$ cat config.mk
export PLATFORM = sky130hd
export DESIGN_NAME = jtshouse_obj_dma
export DESIGN_NICKNAME = d
export VERILOG_FILES = /design/src/rtl/jtshouse_obj_dma.sv
export SDC_FILE = /design/constraint.sdc
export NUM_CORES = 1
export LEC_CHECK = 0
export BUFFER_PORTS_ARGS = -buffer_cell sky130_fd_sc_hd__buf_2
export CAP_MARGIN = 20
export CORE_MARGIN = 4
export CORE_UTILIZATION = 30
export CTS_CLUSTER_SIZE = 14
export DETAILED_ROUTE_END_ITERATION = 12
export GPL_TIMING_DRIVEN = 0
export PLACE_DENSITY = 0.6
export SLEW_MARGIN = 25
export SYNTH_ARGS = -nofsm -noshare
export SYNTH_HDL_FRONTEND = slang
export SYNTH_SLANG_ARGS = --single-unit
$ cat constraint.sdc
create_clock -name clk -period 2.75 [get_ports clk]
set_input_delay 0.825 -clock clk [delete_from_list [all_inputs] [get_ports clk]]
set_output_delay 0.825 -clock clk [all_outputs]
set_load 0.02 [all_outputs]
$ cat src/rtl/jtshouse_obj_dma.sv
// jtshouse_obj_dma -- object-table DMA sequencer.
//
// A write to the object MMR block (dma_on pulse) arms a copy. At the next
// vertical-blank start the block requests the object RAM bus. Once the bus is
// granted, it streams all 2^AW bytes of the object table into the shadow RAM
// that the sprite engine scans. It then releases the bus and pulses done.
//
// Ports:
//   clk, rst_n  system clock, asynchronous active-low reset
//   dma_on      one-cycle copy request from the object MMR block
//   lvbl        vertical blank, active low
//   bus_req     object RAM bus request to the CPU arbiter
//   bus_ack     bus grant; may drop on any cycle, which pauses the copy
//   src_addr    object RAM read address (RAM has 1-cycle read latency)
//   src_dout    object RAM read data
//   dst_addr    shadow RAM write address
//   dst_din     shadow RAM write data
//   dst_we      shadow RAM write strobe
//   busy        high from leaving IDLE until returning to IDLE
//   done        one-cycle pulse at the end of a transfer
module jtshouse_obj_dma #(
  parameter int AW = 11,
  parameter int DW = 8
) (
  input  logic          clk,
  input  logic          rst_n,
  input  logic          dma_on,
  input  logic          lvbl,
  output logic          bus_req,
  input  logic          bus_ack,
  output logic [AW-1:0] src_addr,
  input  logic [DW-1:0] src_dout,
  output logic [AW-1:0] dst_addr,
  output logic [DW-1:0] dst_din,
  output logic          dst_we,
  output logic          busy,
  output logic          done
);

  typedef enum logic [1:0] {
    IDLE,
    REQ,
    COPY,
    FLUSH
  } state_t;

  // Read counter carries one extra bit so it never wraps back to zero.
  localparam logic [AW:0] LAST = {1'b0, {AW{1'b1}}};
  localparam logic [AW:0] ONE  = {{AW{1'b0}}, 1'b1};

  state_t      state;
  logic        pending;
  logic        lvbl_l;
  logic        vbl_start;
  logic [AW:0] rcnt;

  assign vbl_start = lvbl_l & ~lvbl;
  assign src_addr  = rcnt[AW-1:0];
  // Read data lands one cycle after the address. The write is delayed by the
  // same cycle, so the RAM output feeds the shadow write port directly.
  assign dst_din   = src_dout;

  always_ff @(posedge clk or negedge rst_n) begin
    if (!rst_n) begin
      state    <= IDLE;
      pending  <= 1'b0;
      lvbl_l   <= 1'b1;
      rcnt     <= '0;
      bus_req  <= 1'b0;
      dst_we   <= 1'b0;
      dst_addr <= '0;
      busy     <= 1'b0;
      done     <= 1'b0;
    end else begin
      lvbl_l <= lvbl;
      done   <= 1'b0;
      if (dma_on) pending <= 1'b1;

      case (state)
        IDLE: begin
          if (pending && vbl_start) begin
            // A request arriving on the start cycle is kept for the next frame.
            pending <= dma_on;
            rcnt    <= '0;
            bus_req <= 1'b1;
            busy    <= 1'b1;
            state   <= REQ;
          end
        end

        REQ: begin
          if (bus_ack) state <= COPY;
        end

        COPY: begin
          if (bus_ack) begin
            dst_we   <= 1'b1;
            dst_addr <= rcnt[AW-1:0];
            rcnt     <= rcnt + ONE;
            if (rcnt == LAST) begin
              bus_req <= 1'b0;
              state   <= FLUSH;
            end
          end else begin
            // Grant lost: hold the address and let any owed write drain.
            dst_we <= 1'b0;
          end
        end

        FLUSH: begin
          dst_we <= 1'b0;
          done   <= 1'b1;
          busy   <= 1'b0;
          state  <= IDLE;
        end

        default: state <= IDLE;
      endcase
    end
  end

endmodule

### Word-level counts from Yosys, hierarchy flattened

Index checks and enable logic that the tools add are counted.

* multiplexer cells: 19
* bitwise gates (word level): 2
* reductions and logical operators: 10
* $add $sub $neg: 1
* equal/unequal tests: 8

Operators by type and width (number)
* 2-to-1 mux 12 bit: 2
* case mux 12 bit (2 select lines): 1
* adder 12 x 1 -> 12 bit (second input constant): 1
* equality test 12 x 11 -> 1 bit (second input constant): 1
* 2-to-1 mux 1 bit: 8
* 2-to-1 mux 2 bit: 4
* != test 2 bit (second input constant): 4
* case mux 2 bit (4 select lines): 1
* AND reduction 4 bit: 2
* case mux 1 bit (2 select lines): 3
* nonzero test 2 bit: 3
* equality test 2 bit (second input constant): 2
* AND reduction 2 bit: 2
* AND reduction 3 bit: 1
* equality test 2 x 1 -> 1 bit (second input constant): 1
* zero test 2 bit: 1
* AND 1 bit: 1
* logical AND 1 bit: 1
* NOT 1 bit: 1

* register bits after elaboration: 31
* logic and storage cells: 49
* output and inout bits: 34

### Longest topological paths before layout

Gate-level depths: netlist of run 1.

* word-level depth: 5
* depth in mapped cells: 7
* depth with buffers taken out: 6

### Least setup slack after synthesis of run 1

Ideal clock, no wire load.

* path type: input to register
* start: input lvbl
* end: register rcnt[7]
* stages: 4
* data arrival time: 1.955 ns
* data required time: 2.672 ns
* setup slack: 0.717 ns
* setup time: 0.078 ns
* path through: nand3b_4 -> a2111o_1 -> or3_1 -> a21oi_1

* cells in the longest elaborated chain, start to end: 5

Ends and longest elaborated chain
* start: declaration: RTL line 28 `input logic lvbl,`
* NOT 1 bit: RTL line 57 `assign vbl_start = lvbl_l & ~lvbl;`
* AND 1 bit: RTL line 57
* logical AND 1 bit: RTL line 81 `if (pending && vbl_start) begin`
* != test 2 bit (no source line)
* AND reduction 3 bit (no source line)
* end signal: assignment: RTL line 99 `rcnt <= rcnt + ONE;`
* end: declaration: RTL line 55 `logic [AW:0] rcnt;`

Every way passes these cells.
A chain may end at the register's enable or synchronous reset.

### Worst setup path in the final report of run 1

* start: register state[0]
* end: register rcnt[7]

* cells in the longest elaborated chain, start to end: 3
* elaborated cells between the ends (all ways): 7

Ends and longest elaborated chain
* start: declaration: RTL line 51 `state_t state;`
* start signal: assignment: RTL line 65 `state <= IDLE;`
* start signal: assignment: RTL line 87 `state <= REQ;`
* start signal: assignment: RTL line 92 `if (bus_ack) state <= COPY;`
* equality test 2 bit or zero test 2 bit (tied branches): RTL line 79 `case (state)`
* != test 2 bit (no source line) or nonzero test 2 bit (tied branches)
* AND reduction 3 bit (no source line)

Parallel ways exist; a longest one is shown, timed or not.

==> results.py, run 1 <==
metrics = {
    "synth": {
        "synth_top_cell_by_area": "dfrtp_1",
        "synth_top_area_share_pct": 46.1,
        "synthFlopType": "dfrtp_1",
        "yosysSeqAreaShare_pct": 47.7,
        "syn_area_per_cell_um2": 10.4,
        "syn_area_mm2": 0.00163,
        "synth.yosys.warnings": 0,
        "async_flop_share_pct": 100,
        "synth-edff-count": 0,
        "synthesis.instances": 156,
        "synth_cell_types": 36,
        "synth.area.top_cells": "dfrtp_1 46%, buf_4 9.2%, mux2_2 5.5%, ha_1 4.6%, nand2_1 2.8%",
        "synth_nets": 175,
        "ys_ff_latch": 31,
    },
    "flow_run": {
        "cap_violations": 0,
    },
    "clock_network": {
        "cts_setup_buffers": 0,
        "clk_pin_slew_ns": 0.06,
        "htree_num_levels": 2,
        "clock_latency_ns": 0.28,
        "post_cts_resized": 0,
        "cts_tree": "done",
        "clockBufferDepth": 2,
        "cts.sinks": 31,
        "cts_hold_repair.buffers": 0,
        "numCtsBuffers": 5,
        "cts_root_buf": "clkbuf_8",
    },
    "placed_design": {
        "placed_area_mm2": 0.00191,
        "pre_cts_ws_ns": 0.464,
        "place_congestion": 0.789,
        "portBuffers": 38,
        "post-dp-hpwl_mm": 2.48,
    },
    "worst_setup_path": {
        "crit_fanout": 8,
        "r2r_slack_ns": 0.65,
        "reg2reg_depth": 7,
        "crit_required_ns": 2.96,
        "setup.worst_path.class": "reg -> reg",
        "crit_chain": "inv_1 -> ha_1 -> buf_4 -> mux2i_2 -> a2111o_1 -> or3_1 -> a21oi_1",
        "cp-start-kind": "flip-flop",
        "slowest_stage": "a2111o_1",
        "cp.arrival_ns": 2.30,
        "critPathMaxStageDelay_ns": 0.47,
        "worstSetupEndpointType": "flip-flop",
    },
    "timing": {
        "maxSlewViolCount": 0,
        "setup_viol": 0,
        "hold_viol": 0,
        "slew_headroom_pct": 55.0,
        "worst_slew_pin_slew_ns": 0.675,
        "fin_setup_tns_ns": 0,
        "rsz0062_at_grt": "false",
        "final.period_utilization_pct": 76.3,
        "fin_skew_ns": 0.00531,
        "period_needed_ns": 2.10,
        "worst_slack_ns": 0.653,
        "max_freq_mhz": 477,
    },
    "global_route": {
        "grt_pass1_vias": 1170,
        "grt.busiest_layer": "met2",
        "grt_first_pass_wirelength_mm": 5.49,
        "grt_use_total_pct": 11.0,
        "grt_antenna_before_repair": 0,
        "use_met2_pct": 18.6,
        "grt_max_degree": 32,
        "overflow": 0,
        "use_met1_pct": 12.6,
        "globalRouteMet3Util_pct": 3.73,
    },
    "detailed_routing": {
        "antenna_left": 0,
        "remaining_drc_errors": 0,
        "first_iter_violations": 71,
        "drt-total-wl_mm": 3.28,
        "viasPerCell": 4.55,
        "vias": 1234,
        "wl_per_cell_um": 12.1,
        "firstDrtPassIters": 4,
    },
    "power_and_ir_drop": {
        "ir_drop_mv": 0.280,
        "powerDensity_mw_per_mm2": 777,
        "p_leak_uw": 0.000986,
    },
    "floorplan": {
        "core_area_mm2": 0.00517,
        "fp.dieH_um": 81.7,
        "dieArea_mm2": 0.00667,
        "die_width_um": 81.7,
        "initial_core_util_pct": 31.5,
        "num_rows": 26,
        "ios": 47,
    },
    "run_status": {
        "status": "completed",
    },
    "finish": {
        "area_growth_pct": 22.4,
        "layout_common_cells": "38 x buf_2, 30 x dfrtp_1, 20 x buf_4",
        "num_antenna_cells": 0,
        "layout-drive-gt1-share_pct": 38.3,
        "final_common_cell": "buf_2",
        "final_area_mm2": 0.00199,
        "fin_nets": 220,
    },
    "min_path": {
        "whs_path_depth": 2,
        "hp-class": "reg -> reg",
    },
}
-- kinds of logic (layout without fill, tap and decap cells) --
family | count (synthesis) | after routing | share of synthesized area, %
AO/OA/AOI/OAI | 33 | 33 | 13.2
XOR/XNOR | 5 | 5 | 2.69
adder cells (fa/ha/maj) | 6 | 6 | 4.61
buffers and inverters | 31 | 76 | 11.8
flip-flops | 31 | 31 | 47.7
multiplexers | 9 | 9 | 6.38
AND/OR/NAND/NOR | 41 | 41 | 13.6
-- cell type report --
type / count / area, um^2
repair buffers: 38 / 190
clock buffers: 6 / 82.6
multi-input cells: 94 / 659
clock inverters: 1 / 5.00
plain buffers: 23 / 161
fillers: 516 / 3180
well taps: 70 / 87.6
flip-flops and latches: 31 / 777
inverters: 8 / 30.0
-- through the flow --
step | utilization, % | hold WS, ns | total power [uW] | std cells
after floorplan | - | 0.512 | 1050 | 156
after global routing | 38.5 | 0.484 | 1670 | 271
after global placement | 36.8 | 0.458 | 1210 | 264
final | 38.5 | 0.472 | 1550 | 271
after detailed placement | 36.8 | 0.465 | 1220 | 264
after CTS | 38.5 | 0.479 | 1580 | 271
-- worst max-delay path, delay by kind of cell (launching register included) --
family | cells | cell delay, ns
muxes | 1 | 0.20
adders and majority gates | 1 | 0.20
AOI/OAI and AO/OA | 2 | 0.61
DFF | 1 | 0.38
buffers and inverters | 2 | 0.26
and+or+nand+nor | 1 | 0.38
-- per-layer routing --
metal	wire [um]	vias up	share of wire (%)
li1	-	616	-
met1	1410	582	43
met2	1600	31	49
met3	213	5	6.5
met4	53	0	1.6
met5	0	-	0
-- report_power, final --
| group | internal (uW) | switching [uW] |
|---|---|---|
| logic | 244 | 342 |
| clock network | 196 | 155 |
| registers | 542 | 68.3 |
-- path summary, 6_finish.rpt --
check / end / from
min in group asynchronous: rcnt[0]$_DFFE_PN0P_ / rst_n
worst min register to register: dst_addr[8]$_DFFE_PN0P_ / dst_addr[8]$_DFFE_PN0P_
max in group asynchronous: pending$_DFF_PN0_ / rst_n
worst max-delay path: rcnt[7]$_DFFE_PN0P_ / state[0]$_DFFE_PN0P_
worst max register to register: rcnt[7]$_DFFE_PN0P_ / state[0]$_DFFE_PN0P_
worst min-delay path: dst_addr[8]$_DFFE_PN0P_ / dst_addr[8]$_DFFE_PN0P_
-- cell usage after synthesis, drive strengths merged (2+ instances only) --
cell,number
a2111oi,2
a211oi,4
a21o,2
a21oi,8
a22o,2
buf,20
clkbuf,3
dfrtp,30
ha,6
inv,8
mux2,8
nand2,12
nand2b,4
nand3,4
nand3b,3
nand4,3
nor2,7
o21ai,9
or3,2
xnor2,5
-- flip-flops by register name, indices dropped and copies added, names as in the netlist --
name	flops
rcnt	12
lvbl_l	1
busy	1
dst_we	1
pending	1
done	1
dst_addr	11
state	2
bus_req	1
(Power assumes the default switching activity.)
==> run 2: changes to the inputs <==
==> constraint.sdc (replaced) <==
create_clock -name clk -period 2 [get_ports clk]
set_input_delay 0.6 -clock clk [delete_from_list [all_inputs] [get_ports clk]]
set_output_delay 0.6 -clock clk [all_outputs]
set_load 0.02 [all_outputs]
==> results.py, run 2 (synthesis results as in run 1) <==
metrics = {
    "run_status": {
        "status": "completed",
    },
    "power_and_ir_drop": {
        "powerDensity_mw_per_mm2": 1090,
        "p_int_uw": 1430,
        "sequentialPowerShare_pct": 37.6,
        "finalPower_uw": 2230,
        "switching_share_pct": 35.9,
        "clock_power_share_pct": 21.5,
        "ir_drop_mv": 0.382,
        "pwr-share-comb_pct": 40.9,
        "p_sw_uw": 800,
        "p_leak_uw": 0.00101,
    },
    "timing": {
        "maxSlewViolCount": 0,
        "hold_viol": 0,
        "fin_setup_tns_ns": 0,
        "rsz0062_at_grt": "true",
        "worst_slew_pin_slew_ns": 0.668,
        "final.period_utilization_pct": 96.4,
        "setup_viol": 0,
        "period_needed_ns": 1.93,
        "slew_headroom_pct": 55.5,
        "max_freq_mhz": 519,
        "fin_skew_ns": 0.00512,
    },
    "detailed_routing": {
        "antenna_left": 0,
        "wl_per_cell_um": 11.9,
        "first_iter_violations": 69,
        "viasPerCell": 4.48,
        "vias": 1231,
        "firstDrtPassIters": 3,
        "remaining_drc_errors": 0,
        "drt-total-wl_mm": 3.26,
    },
    "floorplan": {
        "ios": 47,
        "fp.dieH_um": 81.7,
        "core_area_mm2": 0.00517,
        "initial_core_util_pct": 31.5,
        "num_rows": 26,
        "dieArea_mm2": 0.00667,
        "die_width_um": 81.7,
    },
    "clock_network": {
        "clock_latency_ns": 0.28,
        "cts_tree": "done",
        "cts_root_buf": "clkbuf_8",
        "cts_hold_repair.buffers": 0,
        "cts.sinks": 31,
        "clockBufferDepth": 2,
        "htree_num_levels": 2,
        "numCtsBuffers": 5,
        "clk_pin_slew_ns": 0.06,
    },
    "finish": {
        "fillers": 507,
        "num_antenna_cells": 0,
        "layout-drive-gt1-share_pct": 42.0,
        "finalNonFillerCells": 275,
        "layout_common_cells": "38 x buf_2, 30 x dfrtp_1, 24 x buf_4",
        "final_common_cell": "buf_2",
        "largest_reg_flops": 12,
        "fin_nets": 224,
        "largest_register": "rcnt",
        "area_growth_pct": 26.0,
        "reg_top3": "rcnt: 12 flops, dst_addr: 11 flops, state: 2 flops",
    },
    "worst_setup_path": {
        "setup.worst_path.start": "state[0]$_DFFE_PN0P_",
        "crit_required_ns": 2.21,
        "cp-start-kind": "flip-flop",
        "reg2reg_depth": 7,
        "crit_fanout": 7,
        "cp.arrival_ns": 2.14,
        "setup.worst_path.class": "reg -> reg",
        "worstSetupEndpointType": "flip-flop",
        "worstReg2RegStart": "state[0]$_DFFE_PN0P_",
        "crit_path_end": "rcnt[7]$_DFFE_PN0P_",
        "timing.rr.end": "rcnt[7]$_DFFE_PN0P_",
        "r2r_slack_ns": 0.07,
    },
    "global_route": {
        "grt_use_total_pct": 10.8,
        "grt_antenna_before_repair": 0,
        "grt_max_degree": 32,
        "overflow": 0,
        "grt_first_pass_wirelength_mm": 5.50,
        "grt_pass1_vias": 1176,
    },
    "placed_design": {
        "place_congestion": 0.789,
        "portBuffers": 38,
        "post-dp-hpwl_mm": 2.48,
        "dpl.cell_count": 264,
    },
    "min_path": {
        "hp-class": "in -> async",
    },
    "flow_run": {
        "cap_violations": 0,
    },
}
[run 2: repair_timing]
action,in CTS,in global routing
endpoints found under the hold margin,0,0
pin swaps,1,5
resized for setup,1,6
buffers inserted,1,4
endpoints found under the setup margin,11,6
[run 2: cell type report]
| type | count | area (um^2) | share of cell area (%) |
|---|---|---|---|
| flip-flops and latches | 31 | 777 | 37.9 |
| multi-input cells | 94 | 678 | 33.1 |
| repair buffers | 43 | 228 | 11.1 |
| plain buffers | 22 | 163 | 7.93 |
| well taps | 70 | 87.6 | 4.27 |
| clock buffers | 6 | 82.6 | 4.03 |
| inverters | 8 | 30.0 | 1.46 |
| clock inverters | 1 | 5.00 | 0.244 |
[run 2: how the worst min path moves through the flow]
stage                                   end  depth (start not counted)                    start
floorplan               bus_req$_DFFE_PN0P_                          0                    rst_n
global placement    dst_addr[1]$_DFFE_PN0P_                          2  dst_addr[1]$_DFFE_PN0P_
detailed placement  dst_addr[8]$_DFFE_PN0P_                          2  dst_addr[8]$_DFFE_PN0P_
CTS                 dst_addr[2]$_DFFE_PN0P_                          1                    rst_n
global route            rcnt[4]$_DFFE_PN0P_                          1                    rst_n
finish                  rcnt[0]$_DFFE_PN0P_                          1                    rst_n
[run 2: metrics by stage]
step | hold WS, ns | setup slack (ns) | cell area, um^2 | utilization, %
floorplan | 0.304 | 0.0839 | 1630 | -
global placement | 0.458 | -0.0644 | 1910 | 36.8
detailed placement | 0.465 | -0.0873 | 1910 | 36.8
CTS | 0.386 | 0.0373 | 2000 | 38.6
global route | 0.422 | -0.00170 | 2050 | 39.6
finish | 0.353 | 0.0729 | 2050 | 39.6
[run 2: routing by layer]
metal | GRT usage [%] | wire length (um) | up-vias
met4 | 4.49 | 49 | 0
met1 | 12.4 | 1370 | 576
met3 | 3.73 | 209 | 6
met5 | 0 | 0 | -
li1 | - | - | 620
met2 | 18.4 | 1640 | 29
[run 2: power by group through the flow]
| stage | logic [uW] | registers, uW | clock network (uW) |
|---|---|---|---|
| finish | 911 | 837 | 480 |
| global route | 1000 | 853 | 536 |
| CTS | 837 | 836 | 503 |
| detailed placement | 823 | 853 | 0 |
| global placement | 816 | 846 | 0 |
| floorplan | 534 | 909 | 0 |
[run 2: critical path, stage by stage, from the launching register on]
cell and delay [ns]:
dfrtp_1 0.36, inv_2 0.06, ha_1 0.20, buf_6 0.13
mux2i_4 0.20, a2111o_1 0.46, or3_1 0.34, a21oi_1 0.12
==> run 3: changes to the inputs <==
==> constraint.sdc (replaced) <==
create_clock -name clk -period 2 [get_ports clk]
set_input_delay 0.2 -clock clk [delete_from_list [all_inputs] [get_ports clk]]
set_output_delay 0.2 -clock clk [all_outputs]
set_load 0.02 [all_outputs]
==> results.py, run 3 (synthesis results as in run 1) <==
metrics = {
    "placed_design": {
        "place_congestion": 0.789,
        "portBuffers": 38,
        "dpl.cell_count": 264,
        "post-dp-hpwl_mm": 2.48,
    },
    "detailed_routing": {
        "vias": 1233,
        "first_iter_violations": 69,
        "firstDrtPassIters": 3,
        "drt-total-wl_mm": 3.27,
        "wl_per_cell_um": 11.8,
        "antenna_left": 0,
        "viasPerCell": 4.47,
        "remaining_drc_errors": 0,
    },
    "worst_setup_path": {
        "critPathMaxStageDelay_ns": 0.46,
        "crit_required_ns": 2.21,
        "cp-start-kind": "flip-flop",
        "setup.worst_path.class": "reg -> reg",
        "cp.arrival_ns": 2.14,
        "crit_fanout": 7,
        "worstSetupEndpointType": "flip-flop",
        "crit_chain": "inv_2 -> ha_1 -> buf_6 -> mux2i_4 -> a2111o_1 -> or3_1 -> a21oi_1",
        "slowest_stage": "a2111o_1",
    },
    "finish": {
        "reg_top3": "rcnt: 12 flops, dst_addr: 11 flops, state: 2 flops",
        "area_growth_pct": 26.6,
        "final_common_cell": "buf_2",
        "largest_register": "rcnt",
        "largest_reg_flops": 12,
        "layout_common_cells": "38 x buf_2, 30 x dfrtp_1, 24 x buf_4",
        "num_antenna_cells": 0,
        "layout-drive-gt1-share_pct": 41.7,
        "fin_nets": 225,
        "final_core_util_pct": 39.8,
        "finalNonFillerCells": 276,
    },
    "global_route": {
        "grt_pass1_vias": 1176,
        "overflow": 0,
        "grt_max_degree": 32,
        "grt_first_pass_wirelength_mm": 5.50,
        "grt_use_total_pct": 10.8,
        "grt_antenna_before_repair": 0,
    },
    "power_and_ir_drop": {
        "p_leak_uw": 0.00102,
        "powerDensity_mw_per_mm2": 1080,
        "finalPower_uw": 2230,
        "ir_drop_mv": 0.382,
    },
    "timing": {
        "slew_headroom_pct": 55.4,
        "final.period_utilization_pct": 96.4,
        "worst_slew_pin_slew_ns": 0.669,
        "rsz0062_at_grt": "true",
        "maxSlewViolCount": 0,
        "setup_viol": 0,
        "period_needed_ns": 1.93,
        "whs_ns": 0.0455,
        "max_freq_mhz": 519,
        "fin_setup_tns_ns": 0,
        "hold_viol": 0,
        "fin_skew_ns": 0.00512,
    },
    "floorplan": {
        "fp.dieH_um": 81.7,
        "die_width_um": 81.7,
        "num_rows": 26,
        "ios": 47,
        "initial_core_util_pct": 31.5,
        "core_area_mm2": 0.00517,
        "dieArea_mm2": 0.00667,
    },
    "clock_network": {
        "clock_latency_ns": 0.28,
        "numCtsBuffers": 5,
        "cts_root_buf": "clkbuf_8",
        "clk_pin_slew_ns": 0.06,
        "clockBufferDepth": 2,
        "cts.sinks": 31,
        "cts_tree": "done",
        "htree_num_levels": 2,
    },
    "run_status": {
        "status": "completed",
    },
    "flow_run": {
        "cap_violations": 0,
    },
    "min_path": {
        "hp-class": "in -> reg",
    },
}
run 3: cell count changes in the layout (fill, tap and decap cells not counted), sizes merged:
cell and change:
dlygate4sd3 +1
run 3: per-stage QoR:
step                      cell area (um^2)  setup WS (ns)
final                                 2060         0.0729
after global routing                  2060       -0.00170
after CTS                             2010         0.0373
after detailed placement              1910        -0.0873
after global placement                1910        -0.0644
after floorplan                       1630         0.0839
run 3: layout make-up:
type                            instances  area [um^2]
Sequential cell                        31          777
Clock inverter                          1         5.00
Fill cell                             506         3110
Inverter                                8         30.0
Timing Repair Buffer                   44          238
Clock buffer                            6         82.6
Multi-Input combinational cell         94          678
Buffer                                 22          163
Tap cell                               70         87.6
run 3: layer usage:
metal	track usage (%)	up-vias	routed length, um
li1	-	622	-
met1	12.4	576	1380
met2	18.4	29	1640
met3	3.73	6	204
met4	4.49	0	49
met5	0	-	0
run 3: power breakdown:
part,total (uW),internal [uW],switching [uW]
registers,837,746,91.4
logic,912,414,498
clock network,480,269,211
run 3: final timing paths:
| kind | slack, ns | depth (start not counted) | to | startpoint |
|---|---|---|---|---|
| setup reg to reg | 0.07 | 7 | rcnt[7]$_DFFE_PN0P_ | state[0]$_DFFE_PN0P_ |
| max in group asynchronous | 1.07 | 2 | pending$_DFF_PN0_ | rst_n |
| setup / recovery | 0.07 | 7 | rcnt[7]$_DFFE_PN0P_ | state[0]$_DFFE_PN0P_ |
| hold / removal | 0.05 | 1 | lvbl_l$_DFF_PN1_ | lvbl |
| hold reg to reg | 0.47 | 2 | dst_addr[8]$_DFFE_PN0P_ | dst_addr[8]$_DFFE_PN0P_ |
| min in group asynchronous | 0.50 | 2 | rcnt[0]$_DFFE_PN0P_ | rst_n |
run 3: what timing repair did:
item	4_1_cts	5_1_grt
pin swaps	1	5
hold endpoints to repair	30	0
setup buffers	1	4
hold buffers	1	0
endpoints found under the setup margin	11	6
gates resized for setup	1	6
run 3: worst max-delay path: cells and delay by family (launching register included):
kind	cells	cell delay (ns)
fa+ha+maj	1	0.20
mux	1	0.20
flops	1	0.36
simple gates	1	0.34
compound gates	2	0.58
buf+inv	2	0.19
